<file path="config.mk">
export PLATFORM = sky130hd
export DESIGN_NAME = mem_arbiter
export DESIGN_NICKNAME = d
export VERILOG_FILES = /design/src/rtl/mem_arbiter_pkg.sv /design/src/rtl/mem_arbiter.sv
export SDC_FILE = /design/constraint.sdc
export NUM_CORES = 1
export LEC_CHECK = 0
export ABC_AREA = 1
export CELL_PAD_IN_SITES_DETAIL_PLACEMENT = 1
export CELL_PAD_IN_SITES_GLOBAL_PLACEMENT = 1
export CORE_MARGIN = 2
export CORE_UTILIZATION = 29
export DETAILED_ROUTE_END_ITERATION = 8
export PLACE_DENSITY = 0.87
export SLEW_MARGIN = 0
export SYNTH_ARGS = -nofsm -noshare
export SYNTH_HDL_FRONTEND = slang
export SYNTH_SLANG_ARGS = --single-unit
</file>
<file path="constraint.sdc">
create_clock -name clk -period 6 [get_ports clk]
set_input_delay 0.9 -clock clk [delete_from_list [all_inputs] [get_ports clk]]
set_output_delay 0.9 -clock clk [all_outputs]
set_load 0.02 [all_outputs]
</file>
<file path="src/rtl/mem_arbiter_pkg.sv">
// mem_arbiter_pkg: shared definitions for the instruction/data memory arbiter.
//   state_e  - arbiter FSM encoding (IDLE=00, BUSY=01, RESP=10)
//   owner_e  - which requester holds the current memory transaction
//   MaxDmBurstDefault - default limit on back-to-back data grants while fetch waits
package mem_arbiter_pkg;

    typedef enum logic [1:0] {
        StIdle = 2'b00,
        StBusy = 2'b01,
        StResp = 2'b10
    } state_e;

    typedef enum logic {
        OwnIf = 1'b0,
        OwnDm = 1'b1
    } owner_e;

    localparam int unsigned MaxDmBurstDefault = 4;
    // Wide enough for the largest legal burst limit (15).
    localparam int unsigned StreakW = 4;

endpackage

</file>
<file path="src/rtl/mem_arbiter.sv">
// mem_arbiter: shares one single-port memory between instruction fetch (IF) and
// data access (DM). Requests are sampled only in IDLE, the winner's address/we/wdata
// are registered onto mem_*, the FSM waits in BUSY for mem_ack and then pulses the
// winner's ready for one cycle in RESP. DM wins ties unless it has already taken
// MAX_DM_BURST consecutive grants while fetch was waiting.
//
// Ports:
//   clk, reset                  - clock, asynchronous active-high reset
//   if_req/if_addr              - fetch request, address
//   if_rdata/if_ready           - fetched word, one-cycle completion pulse
//   dm_req/dm_we/dm_addr/dm_wdata - data request, store enable, address, store data
//   dm_rdata/dm_ready           - load data, one-cycle completion pulse
//   mem_req/mem_we/mem_addr/mem_wdata - memory request and registered command
//   mem_rdata/mem_ack           - memory read data, one-cycle completion
//   stall_if/stall_mem          - pipeline stall indications
module mem_arbiter
    import mem_arbiter_pkg::*;
#(
    parameter int unsigned MAX_DM_BURST = MaxDmBurstDefault
) (
    input  logic        clk,
    input  logic        reset,
    input  logic        if_req,
    input  logic [31:0] if_addr,
    output logic [31:0] if_rdata,
    output logic        if_ready,
    input  logic        dm_req,
    input  logic        dm_we,
    input  logic [31:0] dm_addr,
    input  logic [31:0] dm_wdata,
    output logic [31:0] dm_rdata,
    output logic        dm_ready,
    output logic        mem_req,
    output logic        mem_we,
    output logic [31:0] mem_addr,
    output logic [31:0] mem_wdata,
    input  logic [31:0] mem_rdata,
    input  logic        mem_ack,
    output logic        stall_if,
    output logic        stall_mem
);

    localparam logic [StreakW-1:0] MaxStreak = StreakW'(MAX_DM_BURST);

    state_e              state_q, state_d;
    owner_e              owner_q, owner_d;
    logic [StreakW-1:0]  streak_q, streak_d;
    logic                mem_we_q, mem_we_d;
    logic [31:0]         mem_addr_q, mem_addr_d;
    logic [31:0]         mem_wdata_q, mem_wdata_d;
    logic [31:0]         if_rdata_q, if_rdata_d;
    logic [31:0]         dm_rdata_q, dm_rdata_d;
    logic                grant_dm;

    // DM wins unless fetch is waiting and DM has used up its burst allowance.
    assign grant_dm = dm_req & ~(if_req & (streak_q == MaxStreak));

    always_comb begin
        state_d     = state_q;
        owner_d     = owner_q;
        streak_d    = streak_q;
        mem_we_d    = mem_we_q;
        mem_addr_d  = mem_addr_q;
        mem_wdata_d = mem_wdata_q;
        if_rdata_d  = if_rdata_q;
        dm_rdata_d  = dm_rdata_q;

        case (state_q)
            StIdle: begin
                if (if_req || dm_req) begin
                    state_d = StBusy;
                    if (grant_dm) begin
                        owner_d     = OwnDm;
                        mem_we_d    = dm_we;
                        mem_addr_d  = dm_addr;
                        mem_wdata_d = dm_wdata;
                        if (!if_req) begin
                            streak_d = '0;
                        end else if (streak_q != MaxStreak) begin
                            streak_d = streak_q + StreakW'(1);
                        end
                    end else begin
                        // Fetch is a read; write data register is left untouched.
                        owner_d    = OwnIf;
                        mem_we_d   = 1'b0;
                        mem_addr_d = if_addr;
                        streak_d   = '0;
                    end
                end
            end
            StBusy: begin
                if (mem_ack) begin
                    state_d = StResp;
                    if (owner_q == OwnIf) begin
                        if_rdata_d = mem_rdata;
                    end else if (!mem_we_q) begin
                        dm_rdata_d = mem_rdata;
                    end
                end
            end
            StResp: begin
                state_d = StIdle;
            end
            default: begin
                state_d = StIdle;
            end
        endcase
    end

    always_ff @(posedge clk or posedge reset) begin
        if (reset) begin
            state_q     <= StIdle;
            owner_q     <= OwnIf;
            streak_q    <= '0;
            mem_we_q    <= 1'b0;
            mem_addr_q  <= '0;
            mem_wdata_q <= '0;
            if_rdata_q  <= '0;
            dm_rdata_q  <= '0;
        end else begin
            state_q     <= state_d;
            owner_q     <= owner_d;
            streak_q    <= streak_d;
            mem_we_q    <= mem_we_d;
            mem_addr_q  <= mem_addr_d;
            mem_wdata_q <= mem_wdata_d;
            if_rdata_q  <= if_rdata_d;
            dm_rdata_q  <= dm_rdata_d;
        end
    end

    // Decoded straight from state so a reset drops mem_req and ready without a clock.
    assign mem_req   = (state_q == StBusy);
    assign if_ready  = (state_q == StResp) && (owner_q == OwnIf);
    assign dm_ready  = (state_q == StResp) && (owner_q == OwnDm);
    assign mem_we    = mem_we_q;
    assign mem_addr  = mem_addr_q;
    assign mem_wdata = mem_wdata_q;
    assign if_rdata  = if_rdata_q;
    assign dm_rdata  = dm_rdata_q;
    assign stall_if  = if_req & ~if_ready;
    assign stall_mem = dm_req & ~dm_ready;

endmodule

</file>
==> results by group, run 1 <==
Worst setup path
  • Top cell by count, worst path: clkdlybuf4s50_1
  • Arrival time at the worst endpoint: 2.59 ns
  • Worst path slowest cell: clkdlybuf4s50_1
  • Worst Path Max Fanout: 37
  • CP endpoint kind: primary output
  • CP Cell Sequence: clkdlybuf4s50_1, buf_4, o21ai_0, inv_1, clkdlybuf4s50_1
  • Delay-heaviest family, CP: buffers and inverters
  • Worst path bufs/invs: 4
  • CP peak stage delay: 0.60 ns
  • Startpoint types: primary input
  • Critical path type: primary input to primary output
  • Critical Path RT: 5.10 ns

Clock tree
  • Clock latency on the worst-skew pair: 0.42 ns
  • Clk buf depth: 2
  • H-tree levels: 4
  • Num CTS Buffers: 17
  • Root Driver: clkbuf_16
  • Hold buffers post-CTS: 0
  • Post-CTS Setup Repair Bufs: 0
  • Clk sinks: 136
  • Clk slew on worst S/H paths: 0.06 ns
  • CTS tree: done
  • CTS resizes: 0

Timing
  • Clock Skews: 0.0116 ns
  • Final hold violation count: 0
  • RSZ-0062 raised after global routing: false
  • Max Clk Rate: 287 MHz
  • Pins over their slew limit: 0
  • WHS: 0.477 ns
  • Final WS setup: 2.51 ns
  • Final Setup Violations: 0
  • Worst Tran Pin Value: 1.19 ns
  • Setup total negative slack: 0 ns
  • Fin crit share: 58.1%
  • Minimum clock period: 3.49 ns
  • Slew headroom: 20.3%

Synth
  • Number of synthesized flops with an enable pin: 0
  • Post-synth top area cell: dfrtp_1
  • Post-synthesis async set-or-reset flop share: 100%
  • Synth Warn #: 0
  • Synth Flop Type: dfrtp_1
  • Seq cells post-synth: 136
  • Synth Cell Area: 0.00581 mm^2
  • Main area contributors after synthesis: dfrtp_1, nand2_1, inv_1
  • Cell with the most instances after synthesis: nand2_1
  • Avg Cell Area, Syn: 8.24 um^2
  • Mapped Nets: 841
  • Distinct cells, synth: 18
  • Top cell type's share of synthesized area: 58.6%
  • Register area share after synthesis: 58.6%
  • Top post-synthesis cells by count: nand2_1, dfrtp_1, inv_1
  • Syn Inst Count: 705

Pwr
  • Power per cell area: 532 mW/mm^2
  • Worst vdd ir: 0.207 mV
  • Leakage Power: 4.60 nW
  • Total power: 4.94 mW

Route
  • Drt drc: 0
  • Routed via count: 5557
  • Via density: 4.48
  • Pre-antenna DRT Iters: 4
  • Antenna Nets Post-Route: 0
  • Routed WL: 20300 um
  • DR WL/cell: 16.3 um
  • Initial DRC Count: 209

Global route
  • Busiest layer in global routing: met2
  • Initial antenna violation count: 0
  • Grt met2 use: 33.5%
  • Pin count of the biggest net entering global routing: 104
  • Met3 usage: 5.96%
  • Total grt overflow: 0
  • Met1 Use GR: 23.2%
  • Tot GR Track Use: 19.5%
  • Vias in the first global route: 6051
  • Global-route wire length before repair: 32800 um

Finish
  • Area Overhead vs Synth: 59.5%
  • Fillers: 2311
  • Fraction of layout cells with a size suffix above 1: 4.82%
  • Nets: 1098
  • Reg area: 0.00340 mm^2
  • N_diodes: 0
  • Post-route non-filler standard cell count: 1240
  • Multi-input gate area: 0.00182 mm^2

Floorplanning
  • Starting density of the core: 29.7%
  • Die W: 146 um
  • IO Count: 268
  • Die H: 146 um
  • Core Region: 0.0196 mm^2
  • Rows: 51
  • Die ar.: 0.0212 mm^2

Run
  • Maxcap violations: 0

Placed design
  • Port buffer count: 267
  • DP Worst Slack: 2.49 ns
  • Post-DP HPWL: 14400 um
  • Placed cells: 1208
  • RD Place Congestion: 0.800

Worst hold path
  • Worst hold path class: flop to flop

Status
  • Status: complete, no violations
path summary, 6_finish.rpt:
kind	start	end	slack (ns)	depth (start not counted)
setup / recovery	dm_req	stall_mem	2.51	5
hold / removal	mem_wdata[21]$_DFFE_PP0P_	mem_wdata[21]$_DFFE_PP0P_	0.48	2
setup reg to reg	streak_q[0]$_DFFE_PP0P_	mem_addr[25]$_DFFE_PP0P_	3.31	10
hold reg to reg	mem_wdata[21]$_DFFE_PP0P_	mem_wdata[21]$_DFFE_PP0P_	0.48	2
max in group asynchronous	reset	mem_addr[18]$_DFFE_PP0P_	3.82	3
min in group asynchronous	reset	mem_wdata[16]$_DFFE_PP0P_	1.07	2
routing by layer:
layer / up-vias / wire length, um
li1: 2667 / -
met1: 2674 / 8390
met2: 189 / 10100
met3: 27 / 1350
met4: 0 / 452
met5: - / 0
cell type report:
cell class	count	share of cell area (%)
clock buffers	17	4.59
clock inverters	15	1.67
inverters	110	4.51
multi-input cells	424	19.6
flip-flops and latches	136	36.7
well taps	265	3.58
repair buffers	273	29.3
tightest hold or removal path, stage by stage (launching register included):
cell	delay [ns]
dfrtp_1	0.34
nand2_1	0.05
nand2_1	0.05
power by group:
group | leakage (nW) | switching, mW | total, mW | internal (mW)
logic | 2.63 | 1.28 | 2.29 | 1.02
clock network | 0.273 | 0.459 | 1.05 | 0.586
registers | 1.69 | 0.252 | 1.60 | 1.34
total | 4.60 | 1.99 | 4.94 | 2.95
placed cells by master, fill, tap and decap left out:
master           count
o21ai_0              7
inv_8                3
clkinvlp_4           4
clkinv_4             2
nor2_1               6
xnor2_1              1
inv_2                3
o21ai_2              1
inv_6                6
clkbuf_16           17
nor3_4               1
nand2_2              2
nand4_1              2
nand3_1             66
ha_1                 2
clkdlybuf4s50_1    267
nand2_1            271
bufinv_16            1
dfrtp_1            136
inv_1              106
o21ai_1             64
buf_4                6
nand3_2              1
per-stage QoR:
stage / instance area (um^2) / utilization [%]
floorplan: 5810 / -
global placement: 8690 / 44.4
detailed placement: 8690 / 44.4
CTS: 9270 / 47.3
global route: 9270 / 47.3
finish: 9270 / 47.3
cells by family (layout without fill, tap and decap cells):
group / Yosys count / after routing / synth area share [%]
compound gates: 72 / 72 / 6.20
xor+xnor: 1 / 1 / 0.151
fa+ha+maj: 2 / 2 / 0.431
buf+inv: 145 / 415 / 10.2
flops: 136 / 136 / 58.6
simple gates: 349 / 349 / 24.5
sequential cells by signal, indices dropped and copies added (netlist names):
signal,count
streak_q,4
mem_addr,32
dm_rdata,32
if_rdata,32
owner_q,1
mem_wdata,32
state_q,2
mem_we,1
No activity file was read; power rests on OpenSTA's default activity.
==> inputs of run 2 (changes only) <==
CORE_UTILIZATION = 26   (was 29)
PLACE_DENSITY = 0.83   (was 0.87)
clock period = 3.2 ns   (was 6 ns; I/O delays follow)
==> results by group, run 2 (synthesis results as in run 1) <==
Worst setup path
  • Critical Path RT: 2.72 ns (-2.38 ns)
  • Startpoint types: primary input
  • R2r startpoint: streak_q[0]$_DFFE_PP0P_
  • CP Cell Sequence: clkdlybuf4s50_1, o21ai_0, inv_1, clkdlybuf4s50_1
  • Worst Path Max Fanout: 6 (-84%)
  • CP peak stage delay: 0.62 ns (+0.02 ns)
  • Worst path bufs/invs: 3 (-1)
  • CP endpoint kind: primary output
  • R2R setup slack: 1.09 ns (-2.22 ns)
  • Critical Path Stages: 4 (-1)
  • Arrival time at the worst endpoint: 1.90 ns (-0.69 ns)
  • Worst reg2reg endpoint: mem_wdata[31]$_DFFE_PP0P_
  • R2R depth: 10 (unchanged)
  • Top cell by count, worst path: clkdlybuf4s50_1
  • Critical path type: primary input to primary output
  • Delay-heaviest family, CP: buffers and inverters
  • Worst path slowest cell: clkdlybuf4s50_1

Finish
  • Area Overhead vs Synth: 62.1%
  • N_diodes: 0 (unchanged)
  • Commonest cells after routing, fill and taps aside: nand2_1, clkdlybuf4s50_1, dfrtp_1
  • Fraction of layout cells with a size suffix above 1: 5.11% (+0.29 points)
  • Nets: 1101 (+0.27%)
  • Commonest non-fill, non-tap cell in the layout: nand2_1
  • Post-route non-filler standard cell count: 1258 (+1.5%)

Placed design
  • Placed cells: 1226 (+1.5%)
  • DP Worst Slack: 0.719 ns (-1.78 ns)
  • RD Place Congestion: 0.754 (-5.9%)
  • Post-DP HPWL: 13800 um (-3.8%)
  • Port buffer count: 267 (unchanged)

Pwr
  • Logic pwr share: 45.5% (-1.0 points)
  • Clk pwr share: 23.0% (+1.8 points)
  • Power per cell area: 1010 mW/mm^2 (+89%)
  • Worst vdd ir: 0.413 mV (+99%)
  • Leakage Power: 4.67 nW (+1.5%)
  • Sequential Power Share: 31.5% (-0.8 points)
  • Total power: 9.47 mW (+92%)
  • Psw: 3.74 mW (+88%)
  • Cell internal pwr: 5.73 mW (+95%)
  • Sw frac: 39.5% (-0.81 points)

Clock tree
  • Post-CTS Setup Repair Bufs: 0 (unchanged)
  • Root Driver: clkbuf_16
  • Clk slew on worst S/H paths: 0.06 ns (about the same)
  • CTS resizes: 0 (unchanged)
  • Clk sinks: 136 (unchanged)
  • Clock latency on the worst-skew pair: 0.42 ns (about the same)
  • Clk buf depth: 2 (unchanged)
  • CTS tree: done
  • Num CTS Buffers: 17 (unchanged)
  • Hold buffers post-CTS: 0 (unchanged)
  • H-tree levels: 4 (unchanged)

Timing
  • Final WS setup: 0.816 ns (-1.70 ns)
  • Clock Skews: 0.0107 ns (-0.000963 ns)
  • Fin crit share: 74.5%
  • RSZ-0062 raised after global routing: false
  • Final hold violation count: 0 (unchanged)
  • Slew headroom: 41.2% (+21 points)
  • Max Clk Rate: 419 MHz
  • Setup total negative slack: 0 ns (unchanged)
  • Worst Tran Pin Value: 0.882 ns (-0.311 ns)
  • Pins over their slew limit: 0 (unchanged)
  • Final Setup Violations: 0 (unchanged)
  • Minimum clock period: 2.38 ns

Global route
  • Vias in the first global route: 5958 (-1.5%)
  • Tot GR Track Use: 16.9% (-2.6 points)
  • Pin count of the biggest net entering global routing: 137 (+32%)
  • Met3 usage: 5.05% (-0.91 points)
  • Grt met2 use: 28.3% (-5.2 points)
  • Busiest layer in global routing: met2
  • Initial antenna violation count: 0 (unchanged)
  • Met1 Use GR: 20.7% (-2.5 points)
  • Global-route wire length before repair: 31900 um (-2.7%)
  • Total grt overflow: 0 (unchanged)

Route
  • Routed WL: 19600 um (-3.1%)
  • Routed via count: 5509 (-0.86%)
  • Via density: 4.38 (-2.3%)
  • Pre-antenna DRT Iters: 4 (unchanged)
  • Initial DRC Count: 230 (+10%)
  • Antenna Nets Post-Route: 0 (unchanged)
  • DR WL/cell: 15.6 um (-4.5%)
  • Drt drc: 0 (unchanged)

Floorplanning
  • Rows: 54 (+5.9%)
  • Die W: 154 um (+5.5%)
  • IO Count: 268 (unchanged)
  • Die ar.: 0.0236 mm^2 (+11%)
  • Starting density of the core: 26.5% (-3.1 points)
  • Die H: 154 um (+5.5%)
  • Core Region: 0.0219 mm^2 (+12%)

Worst hold path
  • Hold_sp: mem_wdata[30]$_DFFE_PP0P_
  • Hold path cells: 2 (unchanged)
  • Hold EP: mem_wdata[30]$_DFFE_PP0P_
  • Worst hold path class: flop to flop

Status
  • Status: complete, no violations

Run
  • Maxcap violations: 0 (unchanged)
## run 2: cell types whose count changed in the layout (fill, tap and decap cells not counted), sizes merged
| cell | delta |
|---|---|
| buf | +3 |
| bufinv | +2 |
| clkinv | +2 |
| clkinvlp | -3 |
| inv | -1 |
## run 2: how the worst max path moves through the flow
stage	from	endpoint	slack [ns]
floorplan	reset	dm_rdata[0]$_DFFE_PP0P_	1.03
global placement	dm_req	stall_mem	0.82
detailed placement	if_req	mem_wdata[31]$_DFFE_PP0P_	0.72
CTS	dm_req	stall_mem	0.81
global route	dm_req	stall_mem	0.75
finish	dm_req	stall_mem	0.82
## run 2: stage by stage
step | utilization [%] | instance area (um^2) | hold WS [ns]
detailed placement | 40.0 | 8760 | 0.466
CTS | 43.0 | 9420 | 0.485
finish | 43.0 | 9420 | 0.480
global placement | 40.0 | 8760 | 0.461
floorplan | - | 5820 | 0.496
global route | 43.0 | 9420 | 0.512
## run 2: layout make-up
| type | instances | area (um^2) |
|---|---|---|
| inverter | 110 | 417 |
| clock inverter | 15 | 233 |
| clock buffer | 17 | 425 |
| sequential | 136 | 3400 |
| fill | 2565 | 12500 |
| multi-input combinational | 424 | 1830 |
| timing repair buffer | 276 | 2770 |
| tap | 280 | 350 |
## run 2: worst reg2reg max path: cells and delay by family (launching register included)
| family | cells | cell delay, ns |
|---|---|---|
| buffers and inverters | 4 | 0.90 |
| flip-flops | 1 | 0.43 |
| adder cells (fa/ha/maj) | 1 | 0.21 |
| AND/OR/NAND/NOR | 5 | 0.51 |
## run 2: metal layers
| metal | routed length (um) | vias to the layer above |
|---|---|---|
| li1 | - | 2665 |
| met1 | 8340 | 2630 |
| met2 | 9430 | 188 |
| met3 | 1290 | 26 |
| met4 | 564 | 0 |
| met5 | 0 | - |
## run 2: power groups by stage
stage          combinational (mW)  clock, mW  sequential (mW)
6_report                     4.31       2.18             2.98
3_3_place_gp                 4.25          0             2.96
4_1_cts                      4.38       2.24             2.99
2_1_floorplan                1.22          0             3.90
5_1_grt                      4.68       2.32             3.09
3_5_place_dp                 4.36          0             3.00
